## src/rtl/rv32i_inst_encoder.sv

```systemverilog
// RV32I instruction encoder into a one-entry output register (1-cycle latency); in_ready falls only while a word is held and out_ready is low.
// Define RV_ENC_RANGE_CHECK_EN to reject out-of-range or misaligned immediates instead of truncating them.
module rv32i_inst_encoder #(
  parameter int unsigned       ADDR_W    = 32,
  parameter logic [ADDR_W-1:0] ADDR_BASE = '0
) (
  input  logic              clock,
  input  logic              reset,
  input  logic              in_valid,
  output logic              in_ready,
  input  logic [5:0]        op_sel,
  input  logic [4:0]        rd,
  input  logic [4:0]        rs1,
  input  logic [4:0]        rs2,
  input  logic [31:0]       imm,
  output logic              out_valid,
  input  logic              out_ready,
  output logic [31:0]       out_inst,
  output logic [ADDR_W-1:0] out_addr,
  output logic              err_valid,
  output logic [1:0]        err_code,
  output logic [15:0]       inst_count
);

  localparam logic [6:0] OPC_R      = 7'b0110011;
  localparam logic [6:0] OPC_ALUI   = 7'b0010011;
  localparam logic [6:0] OPC_LOAD   = 7'b0000011;
  localparam logic [6:0] OPC_STORE  = 7'b0100011;
  localparam logic [6:0] OPC_BRANCH = 7'b1100011;
  localparam logic [6:0] OPC_LUI    = 7'b0110111;
  localparam logic [6:0] OPC_AUIPC  = 7'b0010111;
  localparam logic [6:0] OPC_JAL    = 7'b1101111;
  localparam logic [6:0] OPC_JALR   = 7'b1100111;
  localparam logic [6:0] F7_ALT     = 7'b0100000;

  typedef enum logic {EMPTY, FULL} state_t;

  state_t      state, state_nxt;
  logic [2:0]  f3;
  logic [31:0] enc_inst;
  logic        illegal;
  logic [1:0]  enc_err;
  logic        accept, load, handoff;

  always_comb begin
    case (op_sel)
      6'd2, 6'd11, 6'd20, 6'd25, 6'd28:        f3 = 3'd1;
      6'd3, 6'd12, 6'd21, 6'd26:               f3 = 3'd2;
      6'd4, 6'd13:                             f3 = 3'd3;
      6'd5, 6'd14, 6'd22, 6'd29:               f3 = 3'd4;
      6'd6, 6'd7, 6'd15, 6'd16, 6'd23, 6'd30:  f3 = 3'd5;
      6'd8, 6'd17, 6'd31:                      f3 = 3'd6;
      6'd9, 6'd18, 6'd32:                      f3 = 3'd7;
      default:                                 f3 = 3'd0;
    endcase
  end

  always_comb begin
    enc_inst = '0;
    illegal  = 1'b0;
    case (op_sel) inside
      [6'd0:6'd9]:
        enc_inst = {(op_sel == 6'd1 || op_sel == 6'd7) ? F7_ALT : 7'd0, rs2, rs1, f3, rd, OPC_R};
      6'd11, 6'd15, 6'd16:
        enc_inst = {(op_sel == 6'd16) ? F7_ALT : 7'd0, imm[4:0], rs1, f3, rd, OPC_ALUI};
      6'd10, 6'd12, 6'd13, 6'd14, 6'd17, 6'd18:
        enc_inst = {imm[11:0], rs1, f3, rd, OPC_ALUI};
      [6'd19:6'd23]:
        enc_inst = {imm[11:0], rs1, f3, rd, OPC_LOAD};
      [6'd24:6'd26]:
        enc_inst = {imm[11:5], rs2, rs1, f3, imm[4:0], OPC_STORE};
      [6'd27:6'd32]:
        enc_inst = {imm[12], imm[10:5], rs2, rs1, f3, imm[4:1], imm[11], OPC_BRANCH};
      6'd33:   enc_inst = {imm[19:0], rd, OPC_LUI};
      6'd34:   enc_inst = {imm[19:0], rd, OPC_AUIPC};
      6'd35:   enc_inst = {imm[20], imm[10:1], imm[11], imm[19:12], rd, OPC_JAL};
      6'd36:   enc_inst = {imm[11:0], rs1, f3, rd, OPC_JALR};
      default: illegal = 1'b1;
    endcase
  end

`ifdef RV_ENC_RANGE_CHECK_EN
  logic fits_i, fits_b, fits_j, misaligned, out_of_range;

  // A signed value fits N bits when every bit from N-1 upward matches the sign.
  assign fits_i = (&imm[31:11]) | ~(|imm[31:11]);
  assign fits_b = (&imm[31:12]) | ~(|imm[31:12]);
  assign fits_j = (&imm[31:20]) | ~(|imm[31:20]);

  always_comb begin
    misaligned   = 1'b0;
    out_of_range = 1'b0;
    case (op_sel) inside
      6'd11, 6'd15, 6'd16: out_of_range = |imm[31:5];
      6'd10, 6'd12, 6'd13, 6'd14, 6'd17, 6'd18, [6'd19:6'd26], 6'd36:
        out_of_range = ~fits_i;
      [6'd27:6'd32]: begin
        misaligned   = imm[0];
        out_of_range = ~fits_b;
      end
      6'd33, 6'd34: out_of_range = |imm[31:20];
      6'd35: begin
        misaligned   = imm[0];
        out_of_range = ~fits_j;
      end
      default: ;
    endcase
  end

  assign enc_err = illegal      ? 2'b01 :
                   misaligned   ? 2'b11 :
                   out_of_range ? 2'b10 : 2'b00;
`else
  logic unused_imm_hi;
  assign unused_imm_hi = ^imm[31:21];
  assign enc_err       = illegal ? 2'b01 : 2'b00;
`endif

  assign out_valid = (state == FULL);
  assign in_ready  = ~out_valid | out_ready;
  assign accept    = in_valid & in_ready;
  assign handoff   = out_valid & out_ready;

  always_comb begin
    state_nxt = state;
    load      = 1'b0;
    case (state)
      EMPTY: begin
        if (accept && enc_err == 2'b00) begin
          state_nxt = FULL;
          load      = 1'b1;
        end
      end
      FULL: begin
        if (out_ready) begin
          if (accept && enc_err == 2'b00) load = 1'b1;
          else                            state_nxt = EMPTY;
        end
      end
      default: state_nxt = EMPTY;
    endcase
  end

  always_ff @(posedge clock) begin
    if (reset) begin
      state      <= EMPTY;
      out_inst   <= '0;
      out_addr   <= ADDR_BASE;
      err_valid  <= 1'b0;
      err_code   <= 2'b00;
      inst_count <= '0;
    end else begin
      state <= state_nxt;
      if (load) out_inst <= enc_inst;
      if (handoff) begin
        out_addr   <= out_addr + ADDR_W'(4);
        inst_count <= inst_count + 16'd1;
      end
      // Rejected requests are consumed but only surface as a one-cycle error pulse.
      err_valid <= accept & (enc_err != 2'b00);
      err_code  <= accept ? enc_err : 2'b00;
    end
  end

endmodule

```

## config.mk

```make
export PLATFORM = sky130hd
export DESIGN_NAME = rv32i_inst_encoder
export DESIGN_NICKNAME = d
export VERILOG_FILES = /design/src/rtl/rv32i_inst_encoder.sv
export SDC_FILE = /design/constraint.sdc
export NUM_CORES = 1
export LEC_CHECK = 0
export ABC_CLOCK_PERIOD_IN_PS = 4000
export CAP_MARGIN = 20
export CORE_ASPECT_RATIO = 1.75
export CORE_MARGIN = 5
export CORE_UTILIZATION = 44
export CTS_BUF_LIST = sky130_fd_sc_hd__clkbuf_2
export DETAILED_ROUTE_END_ITERATION = 12
export HOLD_SLACK_MARGIN = 0.05
export PLACE_DENSITY_LB_ADDON = 0.08
export SETUP_SLACK_MARGIN = 0.5
export SLEW_MARGIN = 10
export SYNTH_ARGS = -nofsm -noshare
export SYNTH_HDL_FRONTEND = slang
export SYNTH_SLANG_ARGS = --single-unit
```

## constraint.sdc

```tcl
create_clock -name clock -period 4 [get_ports clock]
set_input_delay 1 -clock clock [delete_from_list [all_inputs] [get_ports clock]]
set_output_delay 1 -clock clock [all_outputs]
set_load 0.005 [all_outputs]
```

## After elaboration in Yosys (flattened, before gate mapping)

Memory sizes are Yosys's and may differ from the RTL's.
Index checks and enable logic that the tools add are counted.

- Shifts and indexed selects: 0
- Reductions and logical operators: 11
- Add/sub/neg operators: 2
- Equality and inequality tests: 15
- $lt $le $gt $ge: 8
- Bitwise gates (word level): 6
- Divide/modulo/power cells: 0
- Muxes and demuxes: 28
- Multipliers: 0

Operators by type and width:

| operator | number |
|---|---|
| $mux W32 | 10 |
| $eq A6 B4 Y1 const B | 6 |
| $add A32 B3 Y32 const B | 1 |
| $eq A6 B6 Y1 const B | 4 |
| $eq A6 B5 Y1 const B | 3 |
| $ge A6 B5 Y1 const B | 3 |
| $add A16 B1 Y16 const B | 1 |
| $mux W1 | 14 |
| $le A6 B5 Y1 const B | 2 |
| $mux W6 | 2 |
| $eq A6 B1 Y1 const B | 1 |
| $eq A6 B3 Y1 const B | 1 |
| $ge A6 B1 Y1 const B | 1 |
| $le A6 B4 Y1 const B | 1 |
| $le A6 B6 Y1 const B | 1 |
| $reduce_or A6 Y1 | 1 |
| $logic_and A1 B1 Y1 | 5 |
| $pmux W1 S2 | 2 |
| $and A1 B1 Y1 | 3 |
| $reduce_or A3 Y1 | 1 |
| $logic_not A2 Y1 | 1 |
| $not A1 Y1 | 2 |
| $reduce_bool A2 Y1 | 1 |
| $reduce_or A2 Y1 | 1 |
| 2 further kinds | 2 |

- Bits in latches: 0
- Output and inout port bits: 85
- Memories kept: 1
- Bits in writable memories: 0
- Memory bits (read-only): 192
- Logic and storage cells: 77
- Bits in registers: 84

Memories:

| memory | depth | width | read ports | clocked after Yosys merged registers in | write ports | line | source |
|---|---|---|---|---|---|---|---|
| (name not given) | 64 | 3 | 1 | 0 | 0 | 46 | `case (op_sel)` |

## Depth between registers and ports, before layout

Gate-level depths: netlist of the first run.

- Depth after elaboration: 17
- Mapped depth: 11
- Gate-level depth less buffers: 8

## Worst setup path before layout of the first run

Ideal clock, no wire load.

- Kind: input -> register
- From: input op_sel[0]
- To: register out_inst[17]
- Stages: 11
- Arrival: 3.241 ns
- Path slack: 0.625 ns
- Path buffers: 3
- Setup time: 0.134 ns
- Cell sequence: inv_1 > ha_1 > buf_6 > nor2b_4 > o211a_4 > or4_4 > buf_6 > or3_4 > buf_6 > a222oi_1 > a211oi_1

- Word-level cells in the longest chain between the ends: 17
- Elaborated cells on any way between the ends: 53
- Those cells by class: order compare (8); eq/ne (13); mux (24); reduce/logical (8)

Ends and longest elaborated chain:

| element | line | source |
|---|---|---|
| start, declared | 11 | `input logic [5:0] op_sel,` |
| $eq A6 B6 Y1 (no line) | - |  |
| $mux W1 (10 in a row) | 61 | `case (op_sel) inside` |
| $mux W1 | 116 | `assign enc_err = illegal ? 2'b01 : 2'b00;` |
| $logic_not A2 Y1 | 129, 136 |  |
| $logic_and A1 B1 Y1 | 129, 136 |  |
| $mux W1 | 129, 136 |  |
| $mux W1 | 135 | `if (out_ready) begin` |
| $pmux W1 S2 | 127 | `case (state)` |
| end signal, assigned | 154 | `if (load) out_inst <= enc_inst;` |
| end, declared | 18 | `output logic [31:0] out_inst,` |

Parallel ways exist; a longest one is shown, timed or not.
A chain may end at the register's enable or synchronous reset.

## Worst setup path after layout of the first run

- From: input op_sel[1]
- To: register out_inst[17]

The elaborated chain is that of the path after synthesis.

==> results of run 1 <==
cell type report:
| cell class | count | area (um2) | share of cell area (%) |
|---|---|---|---|
| clock inverter | 5 | 81.33 | 1.355 |
| sequential | 80 | 1602 | 26.69 |
| clock buffer | 11 | 55.05 | 0.9174 |
| timing repair buffer | 167 | 1579 | 26.31 |
| inverter | 9 | 33.78 | 0.5630 |
| multi-input combinational | 389 | 2495 | 41.58 |
| tap | 122 | 152.6 | 2.544 |
| antenna | 1 | 2.502 | 0.04170 |
cell families (layout without fill, tap and decap cells):
group | Yosys count | count (layout) | share of synthesized area [%]
AO/OA/AOI/OAI | 105 | 105 | 17.83
XOR/XNOR | 39 | 39 | 7.938
adder cells (fa/ha/maj) | 11 | 11 | 3.199
buffers and inverters | 44 | 192 | 4.972
flip-flops | 80 | 80 | 37.22
multiplexers | 8 | 8 | 2.472
other | 1 | 4 | 0.08715
AND/OR/NAND/NOR | 223 | 223 | 26.29
layout by cell type (no fill, tap or decap), types with 3 or more instances in the layout:
cell type        Yosys  routed
nand3_1             20      20
o2bb2ai_1            8       8
nand3b_1             9       9
or3_1                8       8
nor2_1              80      80
a211oi_1            11      11
clkbuf_2             0      11
mux2i_1              5       5
a22oi_1              5       5
nor3_1              11      11
o21ai_0             16      16
and4_1               5       5
and2_1               4       4
conb_1               1       3
xnor2_1             11      11
clkdlybuf4s50_1      0     126
nand4_1              7       7
a221oi_1            16      16
nand2b_1             6       6
and3_1              12      12
nor4_1               6       6
nand2_1             40      40
o41ai_1              6       6
ha_1                11      11
inv_1                9       9
buf_4                4      39
a21oi_1             20      20
xor2_1              28      28
dfxtp_1             80      80
state kept, by name (all words and copies together), names as in the netlist:
register and cells:
err_code 1, out_valid 1, inst_count 16, out_inst 31, err_valid 1, out_addr 30
routing by layer:
layer / share of wire, % / routed length, um / vias to the layer above
met3: 5.6 / 800 / 40
met5: 0 / 0 / -
met2: 54 / 7725 / 149
met1: 35 / 5009 / 2071
li1: - / - / 2132
met4: 4.5 / 642 / 0
power breakdown:
group / switching (uW) / internal (uW)
sequential: 14.0 / 824
clock: 280 / 213
combinational: 172 / 178
worst max-delay path, cell delays in order:
cell and delay (ns):
clkdlybuf4s50_1 0.51, buf_4 0.19, ha_1 0.22, xnor2_1 0.27, a211oi_1 0.19, or4_4 0.53, or3_4 0.45, a222oi_1 0.30
a211oi_1 0.12
cell usage after synthesis, drive strengths merged (6+ instances only):
library cell | n | area, um2
nand2b | 6 | 37.54
buf | 18 | 116.4
nand3 | 20 | 100.1
a211oi | 12 | 95.09
o21ai | 18 | 90.09
o2bb2ai | 8 | 70.07
a221oi | 16 | 140.1
o41ai | 6 | 52.55
nor3 | 11 | 55.05
nand2 | 40 | 150.1
inv | 9 | 33.78
nor4 | 7 | 50.05
xor2 | 28 | 245.2
or3 | 9 | 61.31
clkbuf | 17 | 63.81
nand4 | 7 | 43.79
xnor2 | 11 | 96.34
nor2 | 81 | 306.6
and3 | 12 | 75.07
ha | 11 | 137.6
a21oi | 20 | 100.1
dfxtp | 80 | 1602
nand3b | 9 | 67.56
final timing paths:
kind,from,to,depth (start not counted)
hold reg to reg,out_inst[6],out_inst[6],2
setup / recovery,op_sel[1],out_inst[17],9
hold / removal,out_inst[6],out_inst[6],2
setup reg to reg,out_addr[3],out_addr[26],7
stage by stage:
| stage | util [%] | total power [uW] |
|---|---|---|
| detailed placement | 61.53 | 1203 |
| CTS | 62.96 | 1699 |
| finish | 62.99 | 1681 |
| global route | 62.99 | 1767 |
| global placement | 61.53 | 1201 |
| floorplan | - | 1022 |
==> impl_metrics.toml, run 1 <==
[route]
drtAntennaViolNets = 0
initialDrtViolationCount = 199
vias_per_cell = 5.602
vias = 4392
wl_per_cell_um = 18.08
drc_errors = 0
dr.pass1.iters = 4
wl_um = 14180

[clock_tree]
clk_latency_ns = 0.51
cts_buffers = 9
clock-sinks = 80
post_cts_buffers = 0
cts_resized = 0
cts_tree = "done"
cts-hold-fix-buffers = 0
cts.path.max_buffers = 2
h-tree-depth = 3
clock-root-buffer = "clkbuf_2"
clk_pin_slew_ns = 0.21

[synth]
synth_ff_type = "dfxtp_1"
syn_inst = 511
yosys_warnings = 0
ys_seq_area_share_pct = 37.22
ys_async_sr_fraction_pct = 0
synth_area_per_cell_um2 = 8.421
synth-seq-cells = 80
synthesis.area_um2 = 4303
synth_edf_count = 0
yosysUniqueCellTypes = 65

[cells_and_area]
fillerInstances = 908
layout-drive-gt1-share_pct = 10.74
fin_cells = 784
postLayoutCellArea_um2 = 6001
area_delta_synth_final_pct = 39.46
nets = 724

[critical_path]
crit_type = "input pin to flip-flop"
start_kind = "input pin"
regToRegSetupSlack_ns = 1.72
arrival_ns = 3.80
critical_path_peak_fanout = 6
critPathRequiredTime_ns = 4.41
cp-end-kind = "flip-flop"

[placed_design]
port_buffers = 127
pre_cts_slack_ns = 0.1190
post_dp_cell_area_um2 = 5862
place.gp.congestion = 0.9442
dp_hpwl_um = 11190
dp_cells = 767

[die]
start_util_pct = 45.17
fp.coreArea_um2 = 9527
rows = 47
io_pins = 142
die_area_um2 = 11940
die_h_um = 140.8
die_w_um = 84.76

[run_status]
status = "complete, no violations"

[power_and_ir_drop]
peakVddDrop_uv = 207.2
p_leak_uw = 0.002232
power_density_nw_per_um2 = 280.1

[global_route]
grt_max_degree = 51
grt_usage_pct = 23.65
grtUsageMet1_pct = 23.61
antenna_found_initial = 1
busiest_layer = "met2"
use_met2_pct = 44.16
grt_util_met3_pct = 6.363
grt_pass1_wl_um = 22520
grt_pass1_vias = 4493
grt_overflow = 0

[sta]
setup_viol = 0
slew_viol_final = 0
timing.slew.headroom_pct = 40.33
fin_crit_ns = 3.389
hold_ws_ns = 0.4684
worstMarginPinSlew_ns = 0.8951
rsz0062_at_grt = "no"
setup_ws_ns = 0.6112
setup_tns_ns = 0
max_freq_mhz = 295.1
final-hold-violation-count = 0
finClkSkew_ns = 0.03125
period_share_pct = 84.72

[flow_run]
maxCapViolCount = 0

[min_path]
min_path_type = "flip-flop to flip-flop"
(Power assumes the default switching activity.)
==> run 2: changes to the inputs <==
Settings changed: ABC_CLOCK_PERIOD_IN_PS 4000 to 3000, CORE_UTILIZATION 44 to 43.
Clock period 4 ns to 3 ns, I/O delays scaled along.
==> run 2 against run 1 <==
Sequential share of layout area down 3.2 points. Total power up 42%. Die area increased by 2.1%. Cell count rose by 8.7%. Critical path type unchanged. Critical endpoint unchanged.
==> impl_metrics.toml, run 2 (same netlist as run 1, synthesis figures left out) <==
[cells_and_area]
postLayoutCellArea_um2 = 6805
layout_common_cells = "clkdlybuf4s50_1 (119), buf_4 (96), dfxtp_1 (80)"
final_common_cell = "clkdlybuf4s50_1"
nets = 789
reg_top3 = "out_inst (31), out_addr (30), inst_count (16)"
fin_cells = 852
largest_reg_flops = 31
layout-drive-gt1-share_pct = 23.97
area_delta_synth_final_pct = 58.16
largest-register = "out_inst"

[critical_path]
critical_path_peak_fanout = 10
regToRegSetupSlack_ns = 0.83
arrival_ns = 3.00
crit_start = "op_sel[2]"
reg2reg_to = "out_addr[31]"
path_cells = "dlygate4sd2_1, buf_4, xnor2_2, a211oi_4, or4_4, or3_4, a222oi_1, a211oi_1"
reg2reg_depth = 6
start_kind = "input pin"
cpPeakStageDelay_ns = 0.50
critPathRequiredTime_ns = 3.45
reg2reg_from = "out_addr[11]"
cp-end-kind = "flip-flop"
endpoint = "out_inst[17]"
crit_path_top_delay_cell = "or4_4"
crit_type = "input pin to flip-flop"

[route]
drc_errors = 0
dr.pass1.iters = 5
wl_um = 15980
wl_per_cell_um = 18.76
initialDrtViolationCount = 264
vias_per_cell = 5.595
drtAntennaViolNets = 0
vias = 4767

[clock_tree]
clk_latency_ns = 0.54
clk_pin_slew_ns = 0.25
cts.path.max_buffers = 2
cts_tree = "done"
h-tree-depth = 3
clock-sinks = 80
cts_buffers = 9
cts-hold-fix-buffers = 0
clock-root-buffer = "clkbuf_2"

[placed_design]
dp_hpwl_um = 12430
dp_cells = 818
post_dp_cell_area_um2 = 6322
place.gp.congestion = 0.9445
port_buffers = 127

[die]
die_h_um = 142.3
die_area_um2 = 12190
io_pins = 142
rows = 48
fp.coreArea_um2 = 9849
die_w_um = 85.62
start_util_pct = 43.69

[sta]
setup_viol = 0
timing.slew.headroom_pct = 34.79
setup_tns_ns = 0
hold_ws_ns = 0.4672
fin_crit_ns = 2.549
worstMarginPinSlew_ns = 0.9782
max_freq_mhz = 392.3
period_share_pct = 84.98
rsz0062_at_grt = "no"
finClkSkew_ns = 0.04647
final-hold-violation-count = 0
slew_viol_final = 0

[power_and_ir_drop]
p_leak_uw = 0.002622
p_total_uw = 2383
peakVddDrop_uv = 305.3
power_density_nw_per_um2 = 350.1

[global_route]
grt_pass1_vias = 4965
grt_usage_pct = 26.26
grt_pass1_wl_um = 25170
grt_max_degree = 49
grt_overflow = 0
antenna_found_initial = 1

[run_status]
status = "complete, no violations"

[min_path]
min_path_type = "flip-flop to flip-flop"

[flow_run]
maxCapViolCount = 0
[run 2: cell count changes in the layout (fill, tap and decap cells not counted), sizes merged]
cell | before | now
clkinv | 3 | 1
clkdlybuf4s50 | 126 | 119
clkbuf | 11 | 12
clkinvlp | 0 | 2
buf | 41 | 108
dlygate4sd2 | 0 | 4
[run 2: metrics by stage]
step | setup slack [ns] | utilization (%)
4_1_cts | 0.5032 | 67.78
2_1_floorplan | -0.01197 | -
6_report | 0.4508 | 69.09
3_5_place_dp | -0.6996 | 64.19
5_1_grt | 0.4960 | 69.09
3_3_place_gp | -0.6395 | 64.19
[run 2: worst min-delay path by stage]
| stage | cells after the start | startpoint | end | slack, ns |
|---|---|---|---|---|
| floorplan | 2 | out_inst[3] | out_inst[3] | 0.45 |
| finish | 2 | out_inst[3] | out_inst[3] | 0.47 |
| CTS | 2 | out_inst[3] | out_inst[3] | 0.47 |
| global route | 1 | out_inst[26] | out_inst[26] | 0.51 |
| detailed placement | 2 | out_inst[6] | out_inst[6] | 0.45 |
| global placement | 2 | out_inst[3] | out_inst[3] | 0.44 |
[run 2: cell type report]
| cell class | instances | area, um2 |
|---|---|---|
| well taps | 125 | 156.4 |
| inverters | 9 | 37.54 |
| fillers | 880 | 3044 |
| repair buffers | 232 | 2105 |
| flip-flops and latches | 80 | 1602 |
| clock buffers | 11 | 55.05 |
| diodes | 1 | 2.502 |
| clock inverters | 5 | 80.08 |
| multi-input cells | 389 | 2768 |
[run 2: power breakdown]
part,leakage (uW),internal (uW),switching [uW],total [uW]
sequential,0.000648,1100,22.3,1120
combinational,0.00189,323,285,608
clock,0.0000802,283,371,654
total,0.00262,1700,678,2380
[run 2: metal layers]
metal	track usage (%)	vias up	part of all wire [%]
met5	0	-	0
met4	15.18	0	5.7
met3	6.431	57	6.1
met2	48.61	185	54
met1	26.02	2271	34
li1	-	2254	-
[run 2: repair_timing]
item                                    CTS  global route
endpoints found under the setup margin   35            19
resized for setup                        43            19
setup buffers                             9             8
pin swaps                                17            17
[run 2: critical path: cells and delay by family]
| family | cells | cell delay [ns] |
|---|---|---|
| compound gates | 3 | 0.61 |
| xor+xnor | 1 | 0.20 |
| buf+inv | 2 | 0.50 |
| simple gates | 2 | 0.93 |
==> run 3: changes to the inputs <==
Settings changed: ABC_CLOCK_PERIOD_IN_PS 3000 to 2360, CORE_UTILIZATION 43 to 44.
Clock period 3 ns to 2.36 ns, I/O delays scaled along.
==> run 3 against run 2 <==
Register-to-register slack worse by 0.49 ns. Utilization up 14 points. Clock skew down 0.022 ns. Global-route usage up 2.3 points. Worst hold slack better by 0.010 ns.
==> impl_metrics.toml, run 3 (same netlist as run 1, synthesis figures left out) <==
[run_status]
status = "complete, no violations"

[power_and_ir_drop]
combPwrFrac_pct = 28.5
clockPowerShare_pct = 26.1
p_sw_share_pct = 31.66
p_seq_share_pct = 45.5
p_int_uw = 2130
peakVddDrop_uv = 312.8
p_leak_uw = 0.003449
power_density_nw_per_um2 = 394.6
power.switching_uw = 986.7

[sta]
worstMarginPinSlew_ns = 0.6061
rsz0062_at_grt = "yes"
final-hold-violation-count = 0
max_freq_mhz = 443.9
finClkSkew_ns = 0.02450
setup_viol = 0
timing.slew.headroom_pct = 59.59
period_share_pct = 95.46
slew_viol_final = 0
setup_tns_ns = 0
fin_crit_ns = 2.253

[critical_path]
arrival_ns = 2.70
start_kind = "input pin"
path_cells = "buf_8, buf_6, ha_4, nor2b_4, o211a_4, or4_4, or3_4, a222oi_1, a211oi_1"
crit_buf_inv = 2
critical_path_peak_fanout = 6
cpPeakStageDelay_ns = 0.50
crit_path_top_delay_cell = "or4_4"
critPathRequiredTime_ns = 2.81
crit_type = "input pin to flip-flop"
regToRegSetupSlack_ns = 0.34
cp_top_family = "simple AND/OR/NAND/NOR gates"
cp-end-kind = "flip-flop"

[cells_and_area]
final_common_cell = "buf_4"
fin_cells = 946
largest-register = "out_inst"
nets = 886
reg_top3 = "out_inst (31), out_addr (30), inst_count (16)"
largest_reg_flops = 31
fillerInstances = 579
layout_common_cells = "buf_4 (173), nor2_1 (73), dfxtp_2 (67)"
area_delta_synth_final_pct = 83.57
layout-drive-gt1-share_pct = 48.85

[die]
rows = 47
die_w_um = 84.76
die_h_um = 140.8
io_pins = 142
fp.coreArea_um2 = 9527
start_util_pct = 45.17
die_area_um2 = 11940

[route]
wl_met3_um = 1134
wl_met2_um = 10040
wl_per_cell_um = 19.69
wl_um = 18630
vias_per_cell = 5.629
dr.pass1.iters = 5
initialDrtViolationCount = 291
wl_met1_um = 6140
vias = 5325
drc_errors = 0
drtAntennaViolNets = 0
top_layer = "met4"

[clock_tree]
clk_pin_slew_ns = 0.26
clock-root-buffer = "clkbuf_2"
cts.path.max_buffers = 2
h-tree-depth = 3
cts_tree = "done"
clk_latency_ns = 0.56
clock-sinks = 80
cts_buffers = 9

[global_route]
grt_pass1_vias = 5419
grt_pass1_wl_um = 27040
grt_overflow = 0
antenna_found_initial = 1
grt_max_degree = 30
grt_usage_pct = 28.61

[placed_design]
dp_hpwl_um = 11990
place.gp.congestion = 1.005
dp_cells = 834
port_buffers = 127

[min_path]
min_path_type = "flip-flop to flip-flop"

[flow_run]
maxCapViolCount = 0
## run 3: worst min-delay path, cell delays in order, from the launching register on
cell     delay (ns)
dfxtp_2        0.38
nand2_1        0.05
a21oi_1        0.05
## run 3: worst paths after layout
kind                start           end  depth (start not counted)
max             op_sel[1]  out_inst[17]                          9
min           out_inst[3]   out_inst[3]                          2
max reg2reg  out_addr[13]  out_addr[31]                          7
min reg2reg   out_inst[3]   out_inst[3]                          2
## run 3: area by class of cell
class	instances	area, um2	area share, %
Timing Repair Buffer	329	2854	36.13
Multi-Input combinational cell	389	2993	37.89
Antenna cell	1	2.502	0.03168
Sequential cell	80	1723	21.81
Tap cell	122	152.6	1.933
Clock buffer	9	45.04	0.5703
Clock inverter	7	88.84	1.125
Inverter	9	40.04	0.5069
## run 3: what timing repair did
item,4_1_cts,5_1_grt
endpoints found under the setup margin,122,96
buffers inserted,74,17
resized for setup,282,87
pin swaps,31,31
cloned,4,0
endpoints found under the hold margin,0,0
hold buffers,0,0
## run 3: power groups by stage
stage                     Clock, uW  Combinational [uW]  Sequential, uW
after floorplan                   0                 302            1450
after global placement            0                 680            1450
after detailed placement          0                 688            1450
after CTS                       826                 825            1410
after global routing            889                 934            1420
final                           813                 888            1420
## run 3: metal layers
layer,vias to the layer above,global-route usage (%)
met5,-,0
met4,0,19.10
met3,89,4.904
met2,262,54.73
met1,2521,26.92
li1,2453,-
## run 3: stage by stage
stage | total power (uW) | hold slack (ns) | setup WS, ns | utilization (%) | cell area (um2)
final | 3117 | 0.4773 | 0.1070 | 82.91 | 7899
after floorplan | 1752 | 0.4482 | -0.4920 | - | 4437
after detailed placement | 2136 | 0.4502 | -0.9906 | 68.01 | 6479
after global placement | 2127 | 0.4418 | -0.9122 | 68.01 | 6479
after global routing | 3244 | 0.4618 | 0.1121 | 82.91 | 7899
after CTS | 3065 | 0.4579 | 0.1560 | 79.64 | 7587
